--- src/rtl/mastermind_row_scorer.sv ---
`default_nettype none
// ==========================================================================
// Module : mastermind_row_scorer
// Scores one MasterMind guess row and streams pins and hints into board RAM.
// Optional macro SCORER_RANGE_CHECK_EN enables the colour range check.
// Rev    : 1.0
// ==========================================================================
module mastermind_row_scorer #(
  parameter int MAX_PINS     = 16,
  parameter int COLOR_W      = 5,
  parameter int ADDR_W       = 12,
  parameter int HINTS_OFFSET = 2048
) (
  input  logic                        CLK,
  input  logic                        RST_N,
  input  logic                        start,
  input  logic                        abort,
  input  logic [7:0]                  pins_count,
  input  logic [7:0]                  pin_colors,
  input  logic [7:0]                  row,
  input  logic [MAX_PINS*COLOR_W-1:0] guess,
  input  logic [MAX_PINS*COLOR_W-1:0] secret,
  output logic                        busy,
  output logic                        done,
  output logic [7:0]                  green,
  output logic [7:0]                  yellow,
  output logic                        win,
  output logic                        err,
  output logic                        ram_wen,
  output logic [ADDR_W-1:0]           ram_waddr,
  output logic [7:0]                  ram_wdata
);
  localparam int IDX_W = $clog2(MAX_PINS + 1);
  localparam int AW    = ADDR_W + 8;

  typedef enum logic [2:0] {
    S_IDLE   = 3'd0,
    S_GREEN  = 3'd1,
    S_YELLOW = 3'd2,
    S_HINT_Y = 3'd3,
    S_HINT_G = 3'd4,
    S_DONE   = 3'd5
  } state_t;

  state_t                      state_q, state_d;
  logic [MAX_PINS*COLOR_W-1:0] guess_q, guess_d, secret_q, secret_d;
  logic [IDX_W-1:0]            pcnt_q, pcnt_d, idx_q, idx_d;
  logic [7:0]                  row_q, row_d, green_q, green_d, yellow_q, yellow_d;
  logic [MAX_PINS-1:0]         gmask_q, gmask_d, smask_q, smask_d;
  logic                        win_q, win_d;
  logic                        err_w;

  logic [IDX_W-1:0]   p_eff, last_idx, found_idx;
  logic [COLOR_W-1:0] cur_guess, cur_secret;
  logic               cur_gmask, found;

  assign p_eff    = (int'(pins_count) > MAX_PINS) ? IDX_W'(MAX_PINS) : IDX_W'(pins_count);
  assign last_idx = pcnt_q - IDX_W'(1);

  always_comb begin
    cur_guess  = '0;
    cur_secret = '0;
    cur_gmask  = 1'b0;
    for (int k = 0; k < MAX_PINS; k++) begin
      if (idx_q == IDX_W'(k)) begin
        cur_guess  = guess_q[k*COLOR_W +: COLOR_W];
        cur_secret = secret_q[k*COLOR_W +: COLOR_W];
        cur_gmask  = gmask_q[k];
      end
    end
  end

  // Scanning downward lets the lowest matching secret slot win.
  always_comb begin
    found     = 1'b0;
    found_idx = '0;
    for (int s = MAX_PINS - 1; s >= 0; s--) begin
      if ((IDX_W'(s) < pcnt_q) && !smask_q[s] &&
          (secret_q[s*COLOR_W +: COLOR_W] == cur_guess)) begin
        found     = 1'b1;
        found_idx = IDX_W'(s);
      end
    end
  end

`ifdef SCORER_RANGE_CHECK_EN
  logic err_q, err_d;

  always_comb begin
    err_d = err_q;
    if (state_q == S_IDLE && start && !abort) begin
      err_d = 1'b0;
    end else if (state_q == S_GREEN && !abort && (8'(cur_guess) >= pin_colors)) begin
      err_d = 1'b1;
    end
  end

  always_ff @(posedge CLK or negedge RST_N) begin
    if (!RST_N) err_q <= 1'b0;
    else        err_q <= err_d;
  end

  assign err_w = err_q;
`else
  logic unused_pin_colors;
  assign unused_pin_colors = ^pin_colors;
  assign err_w             = 1'b0;
`endif

  always_comb begin
    state_d  = state_q;
    guess_d  = guess_q;
    secret_d = secret_q;
    pcnt_d   = pcnt_q;
    row_d    = row_q;
    idx_d    = idx_q;
    green_d  = green_q;
    yellow_d = yellow_q;
    gmask_d  = gmask_q;
    smask_d  = smask_q;
    win_d    = win_q;
    if (abort && state_q != S_IDLE) begin
      state_d = S_IDLE;
    end else begin
      case (state_q)
        S_IDLE: begin
          if (start && !abort) begin
            guess_d  = guess;
            secret_d = secret;
            pcnt_d   = p_eff;
            row_d    = row;
            idx_d    = '0;
            green_d  = '0;
            yellow_d = '0;
            gmask_d  = '0;
            smask_d  = '0;
            win_d    = 1'b0;
            state_d  = (p_eff == '0) ? S_HINT_Y : S_GREEN;
          end
        end
        S_GREEN: begin
          if (cur_guess == cur_secret) begin
            green_d = green_q + 8'd1;
            for (int k = 0; k < MAX_PINS; k++) begin
              if (idx_q == IDX_W'(k)) begin
                gmask_d[k] = 1'b1;
                smask_d[k] = 1'b1;
              end
            end
          end
          if (idx_q == last_idx) begin
            idx_d   = '0;
            state_d = S_YELLOW;
          end else begin
            idx_d = idx_q + IDX_W'(1);
          end
        end
        S_YELLOW: begin
          if (!cur_gmask && found) begin
            yellow_d = yellow_q + 8'd1;
            for (int k = 0; k < MAX_PINS; k++) begin
              if (found_idx == IDX_W'(k)) smask_d[k] = 1'b1;
              if (idx_q == IDX_W'(k))     gmask_d[k] = 1'b1;
            end
          end
          if (idx_q == last_idx) state_d = S_HINT_Y;
          else                   idx_d   = idx_q + IDX_W'(1);
        end
        S_HINT_Y: state_d = S_HINT_G;
        S_HINT_G: begin
          state_d = S_DONE;
          win_d   = (green_q == 8'(pcnt_q)) && (pcnt_q != '0) && !err_w;
        end
        S_DONE:  state_d = S_IDLE;
        default: state_d = S_IDLE;
      endcase
    end
  end

  always_comb begin
    ram_wen   = 1'b0;
    ram_waddr = '0;
    ram_wdata = '0;
    if (!abort) begin
      case (state_q)
        S_GREEN: begin
          ram_wen   = 1'b1;
          ram_waddr = ADDR_W'(AW'(row_q) * AW'(MAX_PINS) + AW'(idx_q));
          ram_wdata = 8'(cur_guess);
        end
        S_HINT_Y: begin
          ram_wen   = 1'b1;
          ram_waddr = ADDR_W'(AW'(HINTS_OFFSET) + (AW'(row_q) << 1));
          ram_wdata = err_w ? 8'hFF : yellow_q;
        end
        S_HINT_G: begin
          ram_wen   = 1'b1;
          ram_waddr = ADDR_W'(AW'(HINTS_OFFSET) + (AW'(row_q) << 1) + AW'(1));
          ram_wdata = err_w ? 8'hFF : green_q;
        end
        default: ;
      endcase
    end
  end

  always_ff @(posedge CLK or negedge RST_N) begin
    if (!RST_N) begin
      state_q  <= S_IDLE;
      guess_q  <= '0;
      secret_q <= '0;
      pcnt_q   <= '0;
      row_q    <= '0;
      idx_q    <= '0;
      green_q  <= '0;
      yellow_q <= '0;
      gmask_q  <= '0;
      smask_q  <= '0;
      win_q    <= 1'b0;
    end else begin
      state_q  <= state_d;
      guess_q  <= guess_d;
      secret_q <= secret_d;
      pcnt_q   <= pcnt_d;
      row_q    <= row_d;
      idx_q    <= idx_d;
      green_q  <= green_d;
      yellow_q <= yellow_d;
      gmask_q  <= gmask_d;
      smask_q  <= smask_d;
      win_q    <= win_d;
    end
  end

  assign busy   = (state_q != S_IDLE);
  assign done   = (state_q == S_DONE);
  assign green  = green_q;
  assign yellow = yellow_q;
  assign win    = win_q;
  assign err    = err_w;

endmodule
`default_nettype wire

--- config.mk ---
export PLATFORM = sky130hd
export DESIGN_NAME = mastermind_row_scorer
export DESIGN_NICKNAME = d
export VERILOG_FILES = /design/src/rtl/mastermind_row_scorer.sv
export SDC_FILE = /design/constraint.sdc
export NUM_CORES = 1
export LEC_CHECK = 0
export ABC_AREA = 1
export BUFFER_PORTS_ARGS = -buffer_cell sky130_fd_sc_hd__buf_2
export CORE_UTILIZATION = 52
export DETAILED_ROUTE_END_ITERATION = 12
export HOLD_SLACK_MARGIN = 0.05
export PLACE_DENSITY_LB_ADDON = 0.05
export SYNTH_ARGS = -nofsm -noshare
export SYNTH_HDL_FRONTEND = slang
export SYNTH_SLANG_ARGS = --single-unit
--- constraint.sdc ---
create_clock -name CLK -period 3.7 [get_ports CLK]
set_input_delay 0.185 -clock CLK [delete_from_list [all_inputs] [get_ports CLK]]
set_output_delay 0.185 -clock CLK [all_outputs]
set_load 0.02 [all_outputs]
==> reports/metrics.csv, run 1 <==
stage,metric,value,unit
route,wl_per_cell,17.66,um
flow_run,cap_violations,0,
run_status,violations,negative setup slack,
sta,setup_viol,50,
logic_synthesis,syn_area,13700,um2
grt,grt_pass1_vias,14499,
cells_and_area,multi_input_area,7511,um2
route,drt_iter0_drc,1327,
die,io_pins,229,
sta,slew_violations,0,
hold_path,holdCritPathClass,input port to flip-flop,
setup_path,critPathMaxFanout,8,
power_and_ir_drop,irDropWorstVdd,792.1,uV
die,fp.dieH,164.3,um
setup_path,end_kind,flip-flop,
cells_and_area,fillCellCount,1888,
place,dpl.hpwl,31550,um
logic_synthesis,synth.largest_area_cell,dfrtp_1,
place,portBuffers,219,
sta,post-route-period-util,1.148,
clock_network,htreeDepth,1,
clock_network,clk_pin_slew,0.06,ns
route,via_per_inst,5.431,
cells_and_area,areaGrowthSynthToFinish,45.09,%
power_and_ir_drop,p_leak,9.784,nW
sta,holdWs,0.1256,ns
setup_path,slowest_stage,dfrtp_2,
cells_and_area,fin_area,19870,um2
setup_path,arrival,4.68,ns
setup_path,timing_worst_setup_path_type,flip-flop to flip-flop,
cells_and_area,diodes,0,
logic_synthesis,syn_inst,1905,
sta,skew,0.02172,ns
setup_path,cp_data_required_time,4.13,ns
logic_synthesis,synth_top_area_share,0.4202,
route,num_vias,15038,
logic_synthesis,ys_ff_latch,230,
clock_network,ctsLongestPathBuffers,3,
logic_synthesis,synthDistinctLibCells,57,
route,drt_first_pass_iters,6,
setup_path,slowest_delay,0.46,ns
sta,finalHoldViolCount,0,
place,gp_congestion,0.9583,
logic_synthesis,ys_top_cells_by_area,"dfrtp_1 42%, nand2_1 20%, o21ai_0 5.2%",
sta,final.setup.tns,-20.67,ns
power_and_ir_drop,powerDensity,1082,nW/um2
setup_path,cp-start-kind,flip-flop,
sta,grt_setup_unrepaired,yes,
sta,fmax,0.2354,GHz
cells_and_area,seqCellArea,5759,um2
clock_network,cts_tree,built,
sta,slew_headroom,0.3738,
clock_network,insertion_delay,0.56,ns
cells_and_area,drive_gt1_frac,0.2646,
clock_network,root_buffer,clkbuf_16,
grt,grt_overflow,0,
die,coreArea,25980,um2
die,row_count,59,
route,ant_nets,0,
die,fp.dieW,164.3,um
logic_synthesis,syn_avg_cell_area,7.191,um2
sta,tightestPinTransition,0.9394,ns
run_status,status,"finished, violations left",
grt,grt_pass1_wl,74740,um
route,wirelength,48910,um
place,dpl-instance-area,15890,um2
die,start_util,0.5272,
clock_network,numClockSinks,230,
cells_and_area,fin_nets,2614,
sta,period_minus_slack,4.248,ns
grt,grt_max_degree,253,
die,die_area,27000,um2
power_and_ir_drop,power,21.51,mW
route,drc,0,
clock_network,cts_buffers,26,
sta,layout_setup_ws,-0.5476,ns
logic_synthesis,yosysWarnings,0,
logic_synthesis,synth_seq_area_share,0.4202,
grt,track_usage,0.3570,
grt,antenna_found_initial,1,
logic_synthesis,syn-num-nets,2105,
[synth_stat cells (all sizes together)]
library cell and number:
nor4 6, nand4 28, o21bai 2, a221oi 1, nor2b 1, o2111ai 3, buf 32, o31ai 11
o41ai 1, inv 193, nand2 740, xnor2 16, a21oi 69, nor2 100, nand3 90, nor3 26
and3 1, nand3b 4, clkinv 2, dfrtp 230, a31oi 8, and2 1, or2 17, o21ai 155
o32ai 1, a2111oi 1, ha 12, conb 1, o21a 8, clkbuf 56, o22ai 23, mux2i 1
o221ai 12, xor2 28, o211ai 20, a211oi 5
[report_power, final]
part / internal [mW] / switching (mW) / leakage (nW) / total [mW]
combinational: 5.64 / 8.65 / 6.42 / 14.3
sequential: 3.63 / 0.833 / 2.90 / 4.47
clock: 1.63 / 1.11 / 0.457 / 2.74
total: 10.9 / 10.6 / 9.78 / 21.5
[logic make-up after synthesis]
| kind of cell | Yosys count | share of synthesized area |
|---|---|---|
| simple gates | 1014 | 0.3140 |
| compound gates | 320 | 0.1387 |
| buf+inv | 283 | 0.08705 |
| flops | 230 | 0.4202 |
| xor+xnor | 44 | 0.02813 |
| fa+ha+maj | 12 | 0.01096 |
| other cells | 1 | 0.0002738 |
| mux | 1 | 0.0007308 |
[area by class of cell]
class | instances | area share
multi-input combinational | 1395 | 0.3779
clock buffer | 35 | 0.03746
clock inverter | 13 | 0.008688
tap | 335 | 0.02109
inverter | 195 | 0.03866
timing repair buffer | 566 | 0.2264
sequential | 230 | 0.2898
[cells in the final DEF (no fill, tap or decap), types with 9 or more instances in the layout]
cell and n:
a21oi_1 47, a21oi_2 15, buf_12 14, buf_2 214, buf_4 136, buf_6 18
clkbuf_16 27, dfrtp_1 227, dlygate4sd3_1 177, inv_1 165, inv_2 18, nand2_1 689
nand2_2 30, nand2_4 21, nand3_1 69, nand3_2 18, nand4_1 28, nor2_1 78
nor2_4 16, nor3_1 20, o211ai_1 20, o21ai_0 126, o21ai_1 17, o21ai_2 9
o221ai_1 9, o22ai_1 21, or2_2 10, xnor2_1 16, xor2_1 27
[final timing paths]
path                                         start                      end  slack (ns)  depth (start not counted)
setup / recovery              idx_q[0]$_DFFE_PN0P_   smask_q[3]$_DFFE_PN0P_       -0.55                         31
hold / removal                               abort   state_q[2]$_DFFE_PN0P_        0.13                          2
setup reg to reg              idx_q[0]$_DFFE_PN0P_   smask_q[3]$_DFFE_PN0P_       -0.55                         31
hold reg to reg            guess_q[34]$_DFFE_PN0P_  guess_q[34]$_DFFE_PN0P_        0.47                          2
max in group asynchronous                    RST_N  guess_q[55]$_DFFE_PN0P_        2.52                          3
min in group asynchronous                    RST_N    yellow[6]$_DFFE_PN0P_        0.30                          2
[critical path: cells and delay by family (launching register included)]
| kind | cells | cell delay (ns) |
|---|---|---|
| simple gates | 11 | 1.15 |
| xor+xnor | 1 | 0.15 |
| compound gates | 11 | 1.44 |
| buf+inv | 7 | 0.75 |
| flops | 1 | 0.46 |
| fa+ha+maj | 1 | 0.15 |
[flip-flops by register name (all words and copies together), names as in the netlist]
signal and count:
gmask_q 16, green 8, guess_q 80, idx_q 5, pcnt_q 5, row_q 8
secret_q 80, smask_q 16, state_q 3, win 1, yellow 8
[stage by stage]
| step | std cells | util | setup WS [ns] |
|---|---|---|---|
| final | 2769 | 0.7648 | -0.5476 |
| after detailed placement | 2502 | 0.6116 | -0.5968 |
| after global placement | 2502 | 0.6116 | -0.5579 |
| after global routing | 2769 | 0.7648 | -0.8755 |
| after CTS | 2760 | 0.7448 | -0.4071 |
| after floorplan | 1905 | - | 0.09557 |
[routing by layer]
layer	share of wire	up-vias	routed length (um)	global-route usage
met3	0.077	132	3760	0.05303
met5	0.00022	-	11	0
met4	0.044	2	2147	0.1503
met2	0.47	669	22780	0.5788
met1	0.41	7080	20220	0.4760
li1	-	7155	-	-
[what timing repair did]
item | CTS | global route
endpoints found under the setup margin | 51 | 56
resized for setup | 126 | 103
hold buffers | 177 | 0
pin swaps | 41 | 62
hold endpoints to repair | 287 | 0
cloned | 6 | 1
buffers inserted | 29 | 8
Power figures use the tool's default switching activity.
==> inputs of run 2 (changes only) <==
--- a/config.mk
+++ b/config.mk
@@ -7,7 +7,9 @@
 export LEC_CHECK = 0
 export ABC_AREA = 1
 export BUFFER_PORTS_ARGS = -buffer_cell sky130_fd_sc_hd__buf_2
-export CORE_UTILIZATION = 52
+export CELL_PAD_IN_SITES_DETAIL_PLACEMENT = 1
+export CELL_PAD_IN_SITES_GLOBAL_PLACEMENT = 2
+export CORE_UTILIZATION = 29
 export DETAILED_ROUTE_END_ITERATION = 12
 export HOLD_SLACK_MARGIN = 0.05
 export PLACE_DENSITY_LB_ADDON = 0.05
==> run 2 against run 1 <==
  * Final cell count increased by 12%
  * Sequential share of layout area decreased by 1.8 points
  * Global-route usage decreased by 11 points
  * Critical endpoint is now smask_q[4]$_DFFE_PN0P_
  * First-iteration DRC count decreased by 50%
  * Wire length increased by 22%
  * Combinational power increased by 13%
  * Design area increased by 6.7%
  * Die area increased by 78%
  * Worst hold slack improved by 0.013 ns
  * The flow still finishes with violations (negative setup slack)
==> reports/metrics.csv, run 2 (synthesis gave the netlist of run 1 again) <==
stage,metric,value,unit,change
cells_and_area,multi_input_area,7746,um2,was 7511 um2
sta,grt_setup_unrepaired,yes,,unchanged
power_and_ir_drop,p_leak,10.28,nW,was 9.784 nW
die,coreArea,46560,um2,"was 25,980 um2"
hold_path,whs_path_depth,4,,was 2
hold_path,holdCritPathClass,input port to flip-flop,,unchanged
die,fp.dieW,219.3,um,was 164.3 um
setup_path,slowest_delay,0.41,ns,was 0.46 ns
sta,finalHoldViolCount,0,,unchanged
sta,fmax,0.2271,GHz,was 0.2354 GHz
power_and_ir_drop,pwr-share-seq,0.189,,was 0.208
power_and_ir_drop,p_sw,11.49,mW,was 10.60 mW
sta,skew,0.01780,ns,was 0.02172 ns
power_and_ir_drop,clockPowerShare,0.132,,was 0.128
hold_path,min_from,start,,was abort
cells_and_area,fin_nets,2681,,"was 2,614"
sta,period_minus_slack,4.403,ns,was 4.248 ns
setup_path,slowest_stage,dfrtp_1,,was dfrtp_2
clock_network,clk_pin_slew,0.06,ns,about the same
setup_path,timing.rr.end,smask_q[4]$_DFFE_PN0P_,,was smask_q[3]$_DFFE_PN0P_
sta,setup_viol,51,,was 50
power_and_ir_drop,p_int,12.17,mW,was 10.91 mW
cells_and_area,seqCellArea,5757,um2,was 5759 um2
setup_path,cp_data_required_time,4.17,ns,was 4.13 ns
cells_and_area,diodes,0,,unchanged
setup_path,timing_worst_setup_path_type,flip-flop to flip-flop,,unchanged
place,gp_congestion,0.8264,,was 0.9583
grt,grt_max_degree,158,,was 253
cells_and_area,top_regs,"guess_q x80, secret_q x80",,unchanged
clock_network,cts_tree,built,,unchanged
grt,antenna_found_initial,0,,was 1
cells_and_area,fin_area,21200,um2,"was 19,870 um2"
cells_and_area,fillCellCount,5694,,"was 1,888"
setup_path,cpMostUsedCell,nand2_2,,
setup_path,r2r_start,idx_q[1]$_DFFE_PN0P_,,was idx_q[0]$_DFFE_PN0P_
sta,tightestPinTransition,0.8505,ns,was 0.9394 ns
route,drc,0,,unchanged
power_and_ir_drop,irDropWorstVdd,676.6,uV,was 792.1 uV
place,dp_slack,-0.9825,ns,was -0.5968 ns
sta,final.setup.tns,-29.16,ns,was -20.67 ns
die,die_area,48110,um2,"was 27,000 um2"
route,drt_first_pass_iters,5,,was 6
sta,slew_headroom,0.4330,,was 0.3738
setup_path,rr_worst_depth,40,,was 31
route,wirelength,59480,um,"was 48,910 um"
cells_and_area,drive_gt1_frac,0.3078,,was 0.2646
route,wl_per_cell,19.13,um,was 17.66 um
sta,slew_violations,0,,unchanged
hold_path,hold_end,state_q[0]$_DFFE_PN0P_,,was state_q[2]$_DFFE_PN0P_
cells_and_area,layout_commonest_cell,nand2_1,,unchanged
setup_path,reg2reg_setup_slack,-0.70,ns,was -0.55 ns
clock_network,htreeDepth,1,,unchanged
power_and_ir_drop,p_comb_frac,0.679,,was 0.665
cells_and_area,final_cell_mix,"661 x nand2_1, 229 x dfrtp_1, 213 x buf_2",,"was 689 x nand2_1, 227 x dfrtp_1, 214 x buf_2"
sta,layout_setup_ws,-0.7034,ns,was -0.5476 ns
flow_run,cap_violations,0,,unchanged
clock_network,ctsLongestPathBuffers,3,,unchanged
clock_network,insertion_delay,0.59,ns,was 0.56 ns
setup_path,arrival,4.87,ns,was 4.68 ns
cells_and_area,final_util,0.4554,,was 0.7648
clock_network,root_buffer,clkbuf_16,,unchanged
place,dpl.hpwl,41700,um,"was 31,550 um"
sta,post-route-period-util,1.190,,was 1.148
route,ant_nets,0,,unchanged
grt,grt_overflow,0,,unchanged
grt,grt_pass1_wl,89880,um,"was 74,740 um"
place,portBuffers,219,,unchanged
grt,grt_pass1_vias,15439,,"was 14,499"
route,drt_iter0_drc,664,,"was 1,327"
power_and_ir_drop,switching_share,0.4855,,was 0.4929
grt,track_usage,0.2439,,was 0.3570
run_status,violations,negative setup slack,,unchanged
run_status,status,"finished, violations left",,unchanged
die,start_util,0.2942,,was 0.5272
die,io_pins,229,,unchanged
power_and_ir_drop,powerDensity,1116,nW/um2,was 1082 nW/um2
die,fp.dieH,219.3,um,was 164.3 um
setup_path,end_kind,flip-flop,,unchanged
setup_path,critPathMaxFanout,5,,was 8
setup_path,cp-start-kind,flip-flop,,unchanged
die,row_count,79,,was 59
sta,holdWs,0.1386,ns,was 0.1256 ns
clock_network,cts_buffers,30,,was 26
route,via_per_inst,4.823,,was 5.431
clock_network,numClockSinks,230,,unchanged
cells_and_area,areaGrowthSynthToFinish,54.79,%,was 45.09%
route,num_vias,14995,,"was 15,038"
place,dpl-instance-area,16520,um2,"was 15,890 um2"
run 2: layout make-up:
cell class / instances / area share
Tap cell: 607 / 0.03582
Clock buffer: 43 / 0.04148
Inverter: 195 / 0.03712
Timing Repair Buffer: 631 / 0.2411
Multi-Input combinational cell: 1393 / 0.3653
Sequential cell: 230 / 0.2715
Clock inverter: 10 / 0.007612
run 2: power groups by stage:
stage | sequential, mW | combinational, mW | clock (mW)
global route | 4.60 | 17.5 | 3.28
finish | 4.48 | 16.1 | 3.11
detailed placement | 4.46 | 12.2 | 0
global placement | 4.45 | 12.0 | 0
CTS | 4.44 | 14.3 | 3.20
floorplan | 4.17 | 7.60 | 0
run 2: what timing repair did:
item	in CTS	in global routing
hold endpoints to repair	263	0
gates resized for setup	122	215
hold buffers	178	0
gates cloned	4	1
pin swaps	37	125
endpoints found under the setup margin	53	53
setup buffers	38	31
run 2: per-layer routing:
| layer | GRT usage | share of wire | vias up |
|---|---|---|---|
| li1 | - | - | 7290 |
| met1 | 0.3355 | 0.47 | 7373 |
| met2 | 0.3982 | 0.47 | 269 |
| met3 | 0.03701 | 0.035 | 63 |
| met4 | 0.05949 | 0.021 | 0 |
| met5 | 0 | 0 | - |
run 2: worst max-delay path by stage:
stage / end / depth (start not counted) / startpoint / slack [ns]
2_1_floorplan: gmask_q[8]$_DFFE_PN0P_ / 34 / idx_q[0]$_DFFE_PN0P_ / 0.1
3_3_place_gp: smask_q[5]$_DFFE_PN0P_ / 36 / idx_q[1]$_DFFE_PN0P_ / -0.89
3_5_place_dp: smask_q[5]$_DFFE_PN0P_ / 36 / idx_q[1]$_DFFE_PN0P_ / -0.98
4_1_cts: smask_q[7]$_DFFE_PN0P_ / 40 / idx_q[1]$_DFFE_PN0P_ / -0.72
5_1_grt: smask_q[14]$_DFFE_PN0P_ / 48 / idx_q[1]$_DFFE_PN0P_ / -1.09
6_report: smask_q[4]$_DFFE_PN0P_ / 40 / idx_q[1]$_DFFE_PN0P_ / -0.70
run 2: stage by stage:
step           total power [mW]  std cells
3_5_place_dp              16.67       2810
2_1_floorplan             11.77       1905
5_1_grt                   25.36       3109
3_3_place_gp              16.47       2810
4_1_cts                   21.93       3081
6_report                  23.67       3109
run 2: critical path, delay by kind of cell, from the launching register on:
family                   cells  cell delay [ns]
AO/OA/AOI/OAI                2             0.24
XOR/XNOR                     1             0.14
adder cells (fa/ha/maj)      1             0.15
buffers and inverters        8             0.91
flip-flops                   1             0.41
AND/OR/NAND/NOR             28             2.41
